$ cat src/rtl/sdram_cmd_arbiter.sv
// sdram_cmd_arbiter: SDR SDRAM command scheduler. It passes init through, owns auto-refresh, and runs
// single-burst ACT->RD/WR with auto-precharge. Define SDRAM_ARB_RR_EN for round-robin write/read arbitration.
module sdram_cmd_arbiter #(
  parameter int BA_W       = 2,
  parameter int ROW_W      = 13,
  parameter int COL_W      = 9,
  parameter int BL         = 4,
  parameter int CL         = 3,
  parameter int tRCD       = 2,
  parameter int tWR        = 2,
  parameter int tRP        = 2,
  parameter int tRFC       = 7,
  parameter int REF_PERIOD = 780
) (
  input  logic                        CLK,
  input  logic                        RST_N,
  input  logic [3:0]                  init_command,
  input  logic [ROW_W-1:0]            init_saddr,
  input  logic                        init_done,
  input  logic                        wr_req,
  input  logic [BA_W+ROW_W+COL_W-1:0] wr_addr,
  output logic                        wr_ack,
  output logic                        wr_data_en,
  input  logic                        rd_req,
  input  logic [BA_W+ROW_W+COL_W-1:0] rd_addr,
  output logic                        rd_ack,
  output logic                        rd_data_valid,
  output logic [3:0]                  command,
  output logic [ROW_W-1:0]            saddr,
  output logic [BA_W-1:0]             sba,
  output logic                        ready
);

  localparam int AW    = BA_W + ROW_W + COL_W;
  localparam int REF_W = (REF_PERIOD > 1) ? $clog2(REF_PERIOD) : 1;

  localparam logic [3:0] CMD_NOP  = 4'b0111;
  localparam logic [3:0] CMD_ACT  = 4'b0011;
  localparam logic [3:0] CMD_RD   = 4'b0101;
  localparam logic [3:0] CMD_WR   = 4'b0100;
  localparam logic [3:0] CMD_AREF = 4'b0001;

  typedef enum logic [2:0] {S_INIT, S_IDLE, S_REF, S_ACT, S_WR, S_RD} state_t;

  state_t           state, state_nxt;
  logic [7:0]       cnt, cnt_nxt;
  logic             init_seen;
  logic [REF_W-1:0] ref_cnt;
  logic             ref_pend, ref_wrap, aref_issue;
  logic             lat_wr, lat_wr_nxt;
  logic [BA_W-1:0]  lat_ba, lat_ba_nxt;
  logic [COL_W-1:0] lat_col, lat_col_nxt;
  logic [3:0]       cmd_q, cmd_nxt;
  logic [ROW_W-1:0] saddr_q, saddr_nxt, col_addr;
  logic [BA_W-1:0]  sba_nxt;
  logic             wr_ack_nxt, rd_ack_nxt, wr_den_nxt, rd_val_nxt;
  logic             grant_wr;
  logic [AW-1:0]    req_addr;

`ifdef SDRAM_ARB_RR_EN
  // rd_pri flips on every grant so the other requester goes first next time.
  logic rd_pri;
  always_ff @(posedge CLK or negedge RST_N) begin
    if (!RST_N)          rd_pri <= 1'b0;
    else if (wr_ack_nxt) rd_pri <= 1'b1;
    else if (rd_ack_nxt) rd_pri <= 1'b0;
  end
  assign grant_wr = wr_req && !(rd_req && rd_pri);
`else
  assign grant_wr = wr_req;
`endif

  assign req_addr = grant_wr ? wr_addr : rd_addr;
  assign ref_wrap = init_seen && (ref_cnt == REF_W'(REF_PERIOD - 1));

  // Column phase address: A10 set selects auto-precharge.
  always_comb begin
    col_addr     = ROW_W'(lat_col);
    col_addr[10] = 1'b1;
  end

  // NOTE: every signal gets a default before the case so no path leaves it unassigned (no latches).
  always_comb begin
    state_nxt   = state;
    cnt_nxt     = cnt;
    cmd_nxt     = CMD_NOP;
    saddr_nxt   = saddr_q;
    sba_nxt     = sba;
    lat_wr_nxt  = lat_wr;
    lat_ba_nxt  = lat_ba;
    lat_col_nxt = lat_col;
    wr_ack_nxt  = 1'b0;
    rd_ack_nxt  = 1'b0;
    aref_issue  = 1'b0;
    unique case (state)
      S_INIT: if (init_done) state_nxt = S_IDLE;
      S_IDLE: begin
        if (ref_pend) begin
          aref_issue = 1'b1;
          cmd_nxt    = CMD_AREF;
          cnt_nxt    = 8'(tRFC - 1);
          state_nxt  = S_REF;
        end else if (wr_req || rd_req) begin
          cmd_nxt     = CMD_ACT;
          cnt_nxt     = 8'(tRCD - 1);
          state_nxt   = S_ACT;
          lat_wr_nxt  = grant_wr;
          lat_ba_nxt  = req_addr[AW-1 -: BA_W];
          lat_col_nxt = req_addr[COL_W-1:0];
          saddr_nxt   = req_addr[COL_W +: ROW_W];
          sba_nxt     = req_addr[AW-1 -: BA_W];
          wr_ack_nxt  = grant_wr;
          rd_ack_nxt  = !grant_wr;
        end
      end
      S_ACT: begin
        if (cnt == '0) begin
          cmd_nxt   = lat_wr ? CMD_WR : CMD_RD;
          saddr_nxt = col_addr;
          sba_nxt   = lat_ba;
          state_nxt = lat_wr ? S_WR : S_RD;
          cnt_nxt   = lat_wr ? 8'(BL + tWR + tRP - 1) : 8'(CL + BL + tRP - 1);
        end else begin
          cnt_nxt = cnt - 8'd1;
        end
      end
      S_REF, S_WR, S_RD: begin
        if (cnt == '0) state_nxt = S_IDLE;
        else           cnt_nxt   = cnt - 8'd1;
      end
      default: state_nxt = S_INIT;
    endcase
  end

  // Data strobes are decoded from the next-cycle countdown so they come out registered.
  assign wr_den_nxt = (state_nxt == S_WR) && (cnt_nxt >= 8'(tWR + tRP));
  assign rd_val_nxt = (state_nxt == S_RD) && (cnt_nxt >= 8'(tRP)) && (cnt_nxt < 8'(tRP + BL));

  // NOTE: sequential state uses non-blocking assignments so all registers update from pre-edge values.
  always_ff @(posedge CLK or negedge RST_N) begin
    if (!RST_N) begin
      state         <= S_INIT;
      cnt           <= '0;
      init_seen     <= 1'b0;
      ref_cnt       <= '0;
      ref_pend      <= 1'b0;
      lat_wr        <= 1'b0;
      lat_ba        <= '0;
      lat_col       <= '0;
      cmd_q         <= CMD_NOP;
      saddr_q       <= '0;
      sba           <= '0;
      wr_ack        <= 1'b0;
      rd_ack        <= 1'b0;
      wr_data_en    <= 1'b0;
      rd_data_valid <= 1'b0;
    end else begin
      state         <= state_nxt;
      cnt           <= cnt_nxt;
      lat_wr        <= lat_wr_nxt;
      lat_ba        <= lat_ba_nxt;
      lat_col       <= lat_col_nxt;
      cmd_q         <= cmd_nxt;
      saddr_q       <= saddr_nxt;
      sba           <= sba_nxt;
      wr_ack        <= wr_ack_nxt;
      rd_ack        <= rd_ack_nxt;
      wr_data_en    <= wr_den_nxt;
      rd_data_valid <= rd_val_nxt;
      if (state == S_INIT && init_done) init_seen <= 1'b1;
      if (init_seen) ref_cnt <= ref_wrap ? '0 : ref_cnt + 1'b1;
      // A wrap while already pending saturates; a pending refresh is retired by its AREF.
      if (ref_wrap)        ref_pend <= 1'b1;
      else if (aref_issue) ref_pend <= 1'b0;
    end
  end

  assign command = (state == S_INIT) ? init_command : cmd_q;
  assign saddr   = (state == S_INIT) ? init_saddr   : saddr_q;
  assign ready   = init_seen && (state == S_IDLE);

endmodule

$ cat config.mk
export PLATFORM = sky130hd
export DESIGN_NAME = sdram_cmd_arbiter
export DESIGN_NICKNAME = d
export VERILOG_FILES = /design/src/rtl/sdram_cmd_arbiter.sv
export SDC_FILE = /design/constraint.sdc
export NUM_CORES = 1
export LEC_CHECK = 0
export CORE_MARGIN = 3
export CORE_UTILIZATION = 51
export DETAILED_ROUTE_END_ITERATION = 12
export GPL_TIMING_DRIVEN = 0
export PLACE_DENSITY = 0.85
export SETUP_SLACK_MARGIN = 0.5
export SLEW_MARGIN = 5
export SYNTH_ARGS = -nofsm -noshare
export SYNTH_HDL_FRONTEND = slang
export SYNTH_SLANG_ARGS = --single-unit
$ cat constraint.sdc
create_clock -name CLK -period 3.58 [get_ports CLK]
set_clock_uncertainty 0.1 [all_clocks]
set_input_delay 0.358 -clock CLK [delete_from_list [all_inputs] [get_ports CLK]]
set_output_delay 0.358 -clock CLK [all_outputs]
set_load 0.01 [all_outputs]
After elaboration in Yosys (flattened, before gate mapping)
Index checks and enable logic that the tools add are counted.
{ "op_classes": {"addsub": 2, "order_cmp": 3, "n_eq_ne": 11, "muxes": 40, "bitwise_logic": 1, "n_reduce_logical": 15} }
{ "op_table": {"columns": ["cell", "n"], "rows": [
  ["13-bit two-way mux", 4],
  ["8-bit two-way mux", 4],
  ["13-bit case mux with 2 select lines", 1],
  ["24-bit two-way mux", 1],
  ["8-bit case mux with 3 select lines", 1],
  ["3-bit two-way mux", 7],
  ["3-bit == test, second input constant", 4],
  ["1-bit two-way mux", 12],
  ["3-bit case mux with 4 select lines", 1],
  ["10-bit by 1-bit adder with 10-bit output, second input constant", 1],
  ["10-bit == test, second input constant", 1],
  ["10-bit two-way mux", 1],
  ["8-bit by 2-bit >= comparator with 1-bit output, second input constant", 1],
  ["8-bit by 3-bit >= comparator with 1-bit output, second input constant", 1],
  ["8-bit zero test", 1],
  ["8-bit by 3-bit < comparator with 1-bit output, second input constant", 1],
  ["2-bit two-way mux", 4],
  ["4-bit two-way mux", 2],
  ["8-bit by 1-bit subtractor with 8-bit output, second input constant", 1],
  ["3-bit by 2-bit == test with 1-bit output, second input constant", 2],
  ["1-bit logical AND", 6],
  ["2-bit inequality test, second input constant", 3],
  ["3-bit case mux with 2 select lines", 1],
  ["2-bit case mux with 2 select lines", 1],
  ["9 further kinds", 10]
]} }
{ "totals": {"regBits": 58, "input_bits": 70, "out_inout_bits": 24, "wordCells": 87} }

Logic depth before layout (Yosys ltp)
Gate-level depths: netlist of the first run.
{ "depth": {"depth_word": 7, "depth_mapped": 9, "ltp_nobuf": 8} }

Least setup slack after synthesis of the first run
Ideal clock, no wire load.
{ "synth_timing": {"path_kind": "register to register", "from": "register cnt[1]", "to": "register rd_data_valid", "t_arrival_ns": 2.185, "setup_slack_ns": 1.175, "stages_incl_launch_ff": 10, "cell_sequence": "dfrtp_1 -> inv_1 -> ha_1 -> or4b_4 -> or2_1 -> buf_2 -> a221oi_2 -> a221o_2 -> xnor2_1 -> and4_1"} }
{ "synth_via": {"elab_chain_cells": 6} }
{ "synth_rtl": {"columns": ["element", "line", "text"], "rows": [
  ["start: declaration", "46", "logic [7:0] cnt, cnt_nxt;"],
  ["start signal: assignment", "159", "cnt <= cnt_nxt;"],
  ["8-bit by 1-bit subtractor with 8-bit output, or another cell as far along", "124, 129", null],
  ["8-bit two-way mux, on equally long branches", "128, 117, 98", null],
  ["8-bit case mux with 3 select lines (*)", "95", "unique case (state)"],
  ["net cnt_nxt[1]", "46", null],
  ["8-bit by 2-bit >= comparator with 1-bit output", "137", "assign rd_val_nxt = (state_nxt == S_RD) && (cnt_nxt >= 8'(tRP)) && (cnt_nxt < 8'(tRP + BL));"],
  ["1-bit logical AND", "137", null],
  ["1-bit logical AND (*)", "137", null],
  ["net rd_val_nxt", "56", "logic wr_ack_nxt, rd_ack_nxt, wr_den_nxt, rd_val_nxt;"],
  ["end signal: assignment", "169", "rd_data_valid <= rd_val_nxt;"],
  ["end: declaration", "27", "output logic rd_data_valid,"]
]} }
Mark *: on every way through the listed nets, which the timed path passes. The rest lies on a longest branch.
A chain may end at the register's enable or synchronous reset.

Worst setup path in the final report of the first run
{ "layout_timing": {"from": "register state[1]", "to": "output port saddr[2]"} }
{ "layout_via": {"elab_chain_cells": 2} }
{ "layout_rtl": {"columns": ["element", "line", "text"], "rows": [
  ["start: declaration", "45", "state_t state, state_nxt;"],
  ["start signal: assignment", "158", "state <= state_nxt;"],
  ["3-bit zero test", "179", "assign saddr = (state == S_INIT) ? init_saddr : saddr_q;"],
  ["13-bit two-way mux", "179", null],
  ["end: declaration", "29", "output logic [ROW_W-1:0] saddr,"]
]} }
Every way passes these cells.

==> results of run 1 <==
==> path summary, 6_finish.rpt <==
| check | startpoint | depth (start not counted) | to |
|---|---|---|---|
| max | state[1] | 5 | saddr[2] |
| min | saddr_q[11] | 2 | saddr_q[11] |
| max reg2reg | cnt[0] | 9 | wr_data_en |
| min reg2reg | saddr_q[11] | 2 | saddr_q[11] |
| max in group asynchronous | RST_N | 3 | cmd_q[0] |
| min in group asynchronous | RST_N | 2 | saddr_q[2] |
==> per-stage QoR <==
step	util (%)	setup slack, ns
4_1_cts	74.2	0.586
6_report	74.2	0.602
3_3_place_gp	70.6	0.368
3_5_place_dp	70.8	0.571
5_1_grt	74.2	0.506
2_1_floorplan	-	1.17
==> worst max-delay path, delay by kind of cell, from the launching register on <==
kind                   cells  cell delay [ns]
buffers and inverters      3             1.09
DFF                        1             0.42
muxes                      1             0.38
and+or+nand+nor            1             0.30
==> layout make-up <==
| class | count | area (um2) | share of cell area [%] |
|---|---|---|---|
| clock buffers | 10 | 128 | 2.87 |
| flip-flops and latches | 57 | 1430 | 32.2 |
| multi-input cells | 262 | 1660 | 37.4 |
| inverters | 9 | 33.8 | 0.759 |
| clock inverters | 6 | 58.8 | 1.32 |
| well taps | 75 | 93.8 | 2.11 |
| repair buffers | 95 | 956 | 21.5 |
| plain buffers | 21 | 85.1 | 1.91 |
==> cells in the final DEF, fill, tap and decap left out, types with 4 or more instances in the layout <==
| master | count |
|---|---|
| sky130_fd_sc_hd__a21o_1 | 5 |
| sky130_fd_sc_hd__a21oi_1 | 27 |
| sky130_fd_sc_hd__and2_1 | 5 |
| sky130_fd_sc_hd__buf_2 | 5 |
| sky130_fd_sc_hd__clkbuf_1 | 14 |
| sky130_fd_sc_hd__clkbuf_8 | 9 |
| sky130_fd_sc_hd__clkdlybuf4s50_1 | 92 |
| sky130_fd_sc_hd__clkinv_2 | 4 |
| sky130_fd_sc_hd__dfrtp_1 | 54 |
| sky130_fd_sc_hd__inv_1 | 8 |
| sky130_fd_sc_hd__mux2_1 | 16 |
| sky130_fd_sc_hd__mux2i_1 | 24 |
| sky130_fd_sc_hd__nand2_1 | 33 |
| sky130_fd_sc_hd__nand2b_1 | 6 |
| sky130_fd_sc_hd__nand3_1 | 5 |
| sky130_fd_sc_hd__nand4_1 | 5 |
| sky130_fd_sc_hd__nor2_1 | 42 |
| sky130_fd_sc_hd__nor2b_1 | 6 |
| sky130_fd_sc_hd__nor3_1 | 11 |
| sky130_fd_sc_hd__o21ai_0 | 7 |
| sky130_fd_sc_hd__o21ai_1 | 17 |
| sky130_fd_sc_hd__or3_1 | 4 |
| sky130_fd_sc_hd__xnor2_1 | 6 |
| sky130_fd_sc_hd__xor2_1 | 5 |
==> power by group through the flow <==
stage,logic [W],registers (W),clock network (W)
2_1_floorplan,0.0000414,0.000672,0
3_3_place_gp,0.000136,0.000673,0
6_report,0.000143,0.000663,0.000576
4_1_cts,0.000143,0.000662,0.000589
5_1_grt,0.000155,0.000664,0.000612
3_5_place_dp,0.000142,0.000674,0
==> routing by layer <==
metal	part of all wire (%)	wire length, um	vias up
li1	-	-	1444
met1	40	3440	1436
met2	49	4210	160
met3	8.8	761	27
met4	2.7	231	0
met5	0	0	-
==> cell families after synthesis <==
kind of cell,Yosys count,share of synthesized area (%)
buffers and inverters,30,3.63
multiplexers,41,13.5
AND/OR/NAND/NOR,131,19.9
AO/OA/AOI/OAI,77,14.6
flip-flops,57,44.6
adder cells (fa/ha/maj),2,0.781
XOR/XNOR,11,3.01
==> state kept, by name (all words and copies together), names as in the netlist, 2 cells and up <==
signal and flops:
state 3, saddr_q 13, cnt 8, sba 2
lat_col 9, lat_ba 2, ref_cnt 10, cmd_q 3
==> repair_timing <==
| item | 4_1_cts | 5_1_grt |
|---|---|---|
| hold buffers | 1 | 0 |
| buffers inserted | 0 | 0 |
| gates resized for setup | 3 | 1 |
| endpoints found under the setup margin | 17 | 5 |
| hold endpoints to repair | 21 | 0 |
==> flow_metrics.tcl, run 1 <==
set metrics [dict create \
    grt-busiest-layer "met2" \
    final_layout_size_suffix_gt1_share_pct 6.96 \
    hold_class "flip-flop to flip-flop" \
    groute.layer.met1.usage_pct 29.5 \
    die_width_um 85.3 \
    tightest_hold_margin_ns 0.378 \
    synth_top_flop_cell "sky130_fd_sc_hd__dfrtp_1" \
    status "finished clean" \
    achievable-frequency_mhz 336 \
    timing.critical_path.cells "clkbuf_1 -> nor3_2 -> buf_2 -> mux2_1 -> clkdlybuf4s50_1" \
    crit_fanout 10 \
    route.detailed.vias_per_inst 5.73 \
    dpl.hpwl_um 6550 \
    floorplan.rows 28 \
    p_seq_share_pct 48.0 \
    synthTopCellsByCount "sky130_fd_sc_hd__dfrtp_1 (54), sky130_fd_sc_hd__nor2_1 (42), sky130_fd_sc_hd__nand2_1 (33)" \
    critical_path.slowest_cell "sky130_fd_sc_hd__clkdlybuf4s50_1" \
    placedInstanceArea_um2 4240 \
    setup_viol 0 \
    nFillCells 445 \
    initialDrtViolationCount 209 \
    synth_seq_cells 57 \
    synth.area.top_cells "sky130_fd_sc_hd__dfrtp_1 (42%), sky130_fd_sc_hd__mux2i_1 (7.5%), sky130_fd_sc_hd__mux2_1 (5.6%), sky130_fd_sc_hd__nor2_1 (4.9%), sky130_fd_sc_hd__a21oi_1 (4.2%)" \
    syn_avg_cell_area_um2 9.18 \
    grt_antenna_before_repair 0 \
    grt_pass1_wl_um 14300 \
    antenna_cells_inserted 0 \
    finalHoldViolations 0 \
    leakagePower_nw 1.98 \
    cts_tree "built" \
    data_required_time_of_the_worst_path_ns 3.12 \
    start_kind "flip-flop" \
    fin_setup_tns_ns 0 \
    cts_buf_count 9 \
    design.portCount 94 \
    worst-slew-pin-transition_ns 0.755 \
    post-layout-total-power_w 0.00138 \
    max_cap_violations 0 \
    synth_largest_area_cell "sky130_fd_sc_hd__dfrtp_1" \
    end_kind "output pin" \
    initial_cell_density_of_the_core_pct 53.5 \
    clock_slew_at_the_register_clock_pins_of_the_worst_setup_and_hold_paths_ns 0.07 \
    cell_internal_pwr_w 0.00106 \
    synthMostInstantiatedCell "sky130_fd_sc_hd__dfrtp_1" \
    pwr_density_cell_nw_per_um2 310 \
    ff2ff_setup_slack_ns 0.84 \
    clock-sinks 57 \
    finalInstanceArea_um2 4450 \
    timing.critical_path.slowest_cell_delay_ns 0.49 \
    port_buffers 93 \
    first_global_vias 3196 \
    die_height_um 85.3 \
    grt_setup_unrepaired "no" \
    fin_crit_ns 2.98 \
    area_growth_syn_to_layout_pct 38.8 \
    final_cell_count_no_fill 535 \
    routed_wirelength_um 8630 \
    post_route_drc 0 \
    timing.final.crit_share_pct 83.2 \
    grt_util_met2_pct 41.2 \
    count_of_flip_flops_with_a_built_in_enable_after_synthesis 0 \
    die-area_um2 7270 \
    track_usage_pct 24.9 \
    power_frac_clock_pct 41.7 \
    setup.worst_path.class "flip-flop to output pin" \
    cts_buffer_depth 2 \
    grt_remaining_overflow 0 \
    detail-route-antenna-nets 0 \
    crit_arrival_ns 2.52 \
    power_switching_share_pct 22.9 \
    final-max-slew-violation-count 0 \
    grt_start_max_net_pins 35 \
    final_wtd_congestion 0.935 \
    synth_sequential_area_ratio_pct 44.6 \
    asyncSetResetFlopFracSynth_pct 100 \
    max-vdd-ir-drop_v 0.000292 \
    dp.cells 518 \
    slew_headroom_pct 49.3 \
    finalNetCount 527 \
    netlist_area_um2 3200 \
    vias 3067 \
    synth_top_area_share_pct 42.2 \
    post_drt_wl_per_cell_um 16.1 \
    grt_util_met3_pct 8.74 \
    synth.distinct_cells 50 \
    clk_root_buffer_cell "sky130_fd_sc_hd__clkbuf_8" \
    drtPass1Iterations 5 \
    placeableCoreArea_um2 5990 \
    synth_fp_nets 421 \
    synth.yosys.warnings 0 \
    netSwitchingPower_w 0.000317 \
    clock_latency_ns 0.34 \
    synth_cells 349 \
    comb_pwr_share_pct 10.3 \
    cts_htree_levels 3 \
]
(Power assumes the default switching activity.)
==> run 2, diff against run 1 <==
- CORE_UTILIZATION: 51 -> 43
- PLACE_DENSITY: 0.85 -> 0.77
- clock period: 3.58 -> 2.5 ns (I/O delays scaled with it)
==> run 2 against run 1 <==
  * Combinational power grew 51%
  * Flip-flop and latch count is the same
  * Highest routed layer unchanged
  * Count of clock-buffer cells in the layout rose by 2
  * Global-route usage is 1.1 points higher
==> flow_metrics.tcl, run 2 (synthesis results as in run 1) <==
set metrics [dict create \
    placeableCoreArea_um2 7020 \
    grt_setup_unrepaired "yes" \
    hold_class "input pin to asynchronous set/reset pin" \
    crit_fanout 3 \
    post-layout-total-power_w 0.00205 \
    ff2ff_setup_slack_ns 0.007 \
    cts_buf_count 9 \
    fin_setup_tns_ns 0 \
    comb_pwr_share_pct 10.5 \
    antenna_cells_inserted 0 \
    grt_antenna_before_repair 0 \
    placedInstanceArea_um2 4290 \
    status "finished clean" \
    area_growth_syn_to_layout_pct 68.9 \
    post_drt_wl_per_cell_um 19.4 \
    final-max-slew-violation-count 0 \
    max-vdd-ir-drop_v 0.000279 \
    clk_root_buffer_cell "sky130_fd_sc_hd__clkbuf_8" \
    final.setup.worst_slack_ns 0.00710 \
    end_kind "flip-flop" \
    max_ffs_per_register 13 \
    finalNetCount 572 \
    cts_htree_levels 3 \
    critical_path.endpoint "rd_data_valid" \
    first_global_vias 3395 \
    worst-slew-pin-transition_ns 0.738 \
    initialDrtViolationCount 330 \
    largestRegisters "saddr_q: 13 flops, ref_cnt: 10 flops, lat_col: 9 flops" \
    post_route_drc 0 \
    power_frac_clock_pct 43.1 \
    dp.cells 539 \
    routed_wirelength_um 11600 \
    finalHoldViolations 0 \
    crit_arrival_ns 2.66 \
    wl_met2_um 5480 \
    max_cap_violations 0 \
    vias 3448 \
    final_cell_count_no_fill 601 \
    grt_pass1_wl_um 17200 \
    die-area_um2 8520 \
    largest-register "saddr_q" \
    clock_latency_ns 0.34 \
    layout.cells.most_common "sky130_fd_sc_hd__clkdlybuf4s50_1" \
    slew_headroom_pct 50.6 \
    cell_internal_pwr_w 0.00159 \
    grt_start_max_net_pins 35 \
    placement.setup.worst_slack_ns -0.432 \
    power_switching_share_pct 22.6 \
    regToRegStartpoint "cnt[0]" \
    track_usage_pct 26.0 \
    floorplan.rows 30 \
    pwr_density_cell_nw_per_um2 378 \
    highest-signal-layer "met4" \
    mostFrequentLayoutCells "sky130_fd_sc_hd__clkdlybuf4s50_1 (74), sky130_fd_sc_hd__dfrtp_1 (50), sky130_fd_sc_hd__nor2_1 (40)" \
    nFillCells 423 \
    detail-route-antenna-nets 0 \
    start_kind "flip-flop" \
    p_seq_share_pct 46.4 \
    leakagePower_nw 2.43 \
    achievable-frequency_mhz 401 \
    setup_viol 0 \
    data_required_time_of_the_worst_path_ns 2.67 \
    initial_cell_density_of_the_core_pct 45.7 \
    port_buffers 93 \
    finalInstanceArea_um2 5410 \
    cts_buffer_depth 2 \
    setup.worst_path.class "flip-flop to flip-flop" \
    rr_endpoint "rd_data_valid" \
    die_width_um 92.3 \
    final_wtd_congestion 0.921 \
    clock_slew_at_the_register_clock_pins_of_the_worst_setup_and_hold_paths_ns 0.06 \
    reg2reg_depth 9 \
    drtPass1Iterations 5 \
    final_layout_size_suffix_gt1_share_pct 34.5 \
    netSwitchingPower_w 0.000462 \
    grt_remaining_overflow 0 \
    clock-sinks 57 \
    fin_crit_ns 2.49 \
    timing.final.crit_share_pct 99.7 \
    dpl.hpwl_um 6510 \
    met3_wirelength_um 1130 \
    cts_tree "built" \
    timing.critical_path.from "cnt[0]" \
    route.layer.met1.wl_um 4590 \
    route.detailed.vias_per_inst 5.74 \
    die_height_um 92.3 \
    design.portCount 94 \
]
-- run 2: cell types whose count changed in the layout (fill, tap and decap cells not counted), moves of 5 or more --
cell / delta
sky130_fd_sc_hd__buf_4: +21
sky130_fd_sc_hd__buf_6: +39
sky130_fd_sc_hd__buf_8: +8
sky130_fd_sc_hd__clkbuf_1: -10
sky130_fd_sc_hd__clkbuf_8: +5
sky130_fd_sc_hd__clkdlybuf4s50_1: -18
sky130_fd_sc_hd__mux2_1: -16
sky130_fd_sc_hd__mux2_4: +16
sky130_fd_sc_hd__nand2_1: -13
sky130_fd_sc_hd__nand2_2: +5
sky130_fd_sc_hd__nand2_4: +8
sky130_fd_sc_hd__o21ai_1: -11
sky130_fd_sc_hd__o21ai_2: +10
-- run 2: area by class of cell --
class,count,area [um2],area share [%]
timing repair buffer,140,1440,26.5
inverter,9,33.8,0.624
clock inverter,4,51.3,0.948
multi-input combinational,262,2000,36.9
buffer,21,184,3.40
clock buffer,12,155,2.87
tap,96,120,2.22
sequential,57,1440,26.5
-- run 2: worst min-delay path by stage --
| stage | end | from |
|---|---|---|
| detailed placement | sba[0] | RST_N |
| floorplan | cnt[0] | RST_N |
| global placement | saddr_q[9] | saddr_q[9] |
| global route | lat_col[2] | RST_N |
| finish | lat_ba[1] | RST_N |
| CTS | lat_ba[0] | RST_N |
-- run 2: worst max-delay path: stages, from the launching register on --
cell	delay [ns]
sky130_fd_sc_hd__dfrtp_2	0.42
sky130_fd_sc_hd__inv_2	0.08
sky130_fd_sc_hd__ha_4	0.14
sky130_fd_sc_hd__or4b_4	0.49
sky130_fd_sc_hd__buf_12	0.16
sky130_fd_sc_hd__o21ai_4	0.19
sky130_fd_sc_hd__nand4_1	0.17
sky130_fd_sc_hd__a32oi_2	0.29
sky130_fd_sc_hd__xnor2_1	0.15
sky130_fd_sc_hd__and4_1	0.22
-- run 2: repair_timing --
action	in CTS	in global routing
setup buffers	33	7
pin swaps	27	11
hold endpoints to repair	22	0
hold buffers	1	0
setup endpoints to repair	56	60
gates resized for setup	177	61
gates cloned	5	0
-- run 2: per-layer routing --
metal  vias to the layer above  global-route usage (%)
li1                       1538                       -
met1                      1639                    32.8
met2                       222                    41.7
met3                        49                    6.42
met4                         0                    12.3
met5                         -                       0
-- run 2: power groups by stage --
stage                     Clock [W]  Combinational (W)  Sequential [W]
after global routing       0.000940           0.000229        0.000950
after CTS                  0.000887           0.000207        0.000948
final                      0.000883           0.000216        0.000949
after floorplan                   0          0.0000592        0.000963
after detailed placement          0           0.000203        0.000965
after global placement            0           0.000197        0.000964
-- run 2: through the flow --
stage | hold slack (ns) | utilization, %
2_1_floorplan | -0.146 | -
6_report | 0.348 | 77.1
3_3_place_gp | 0.365 | 60.9
4_1_cts | 0.351 | 73.3
5_1_grt | 0.396 | 77.1
3_5_place_dp | 0.179 | 61.1
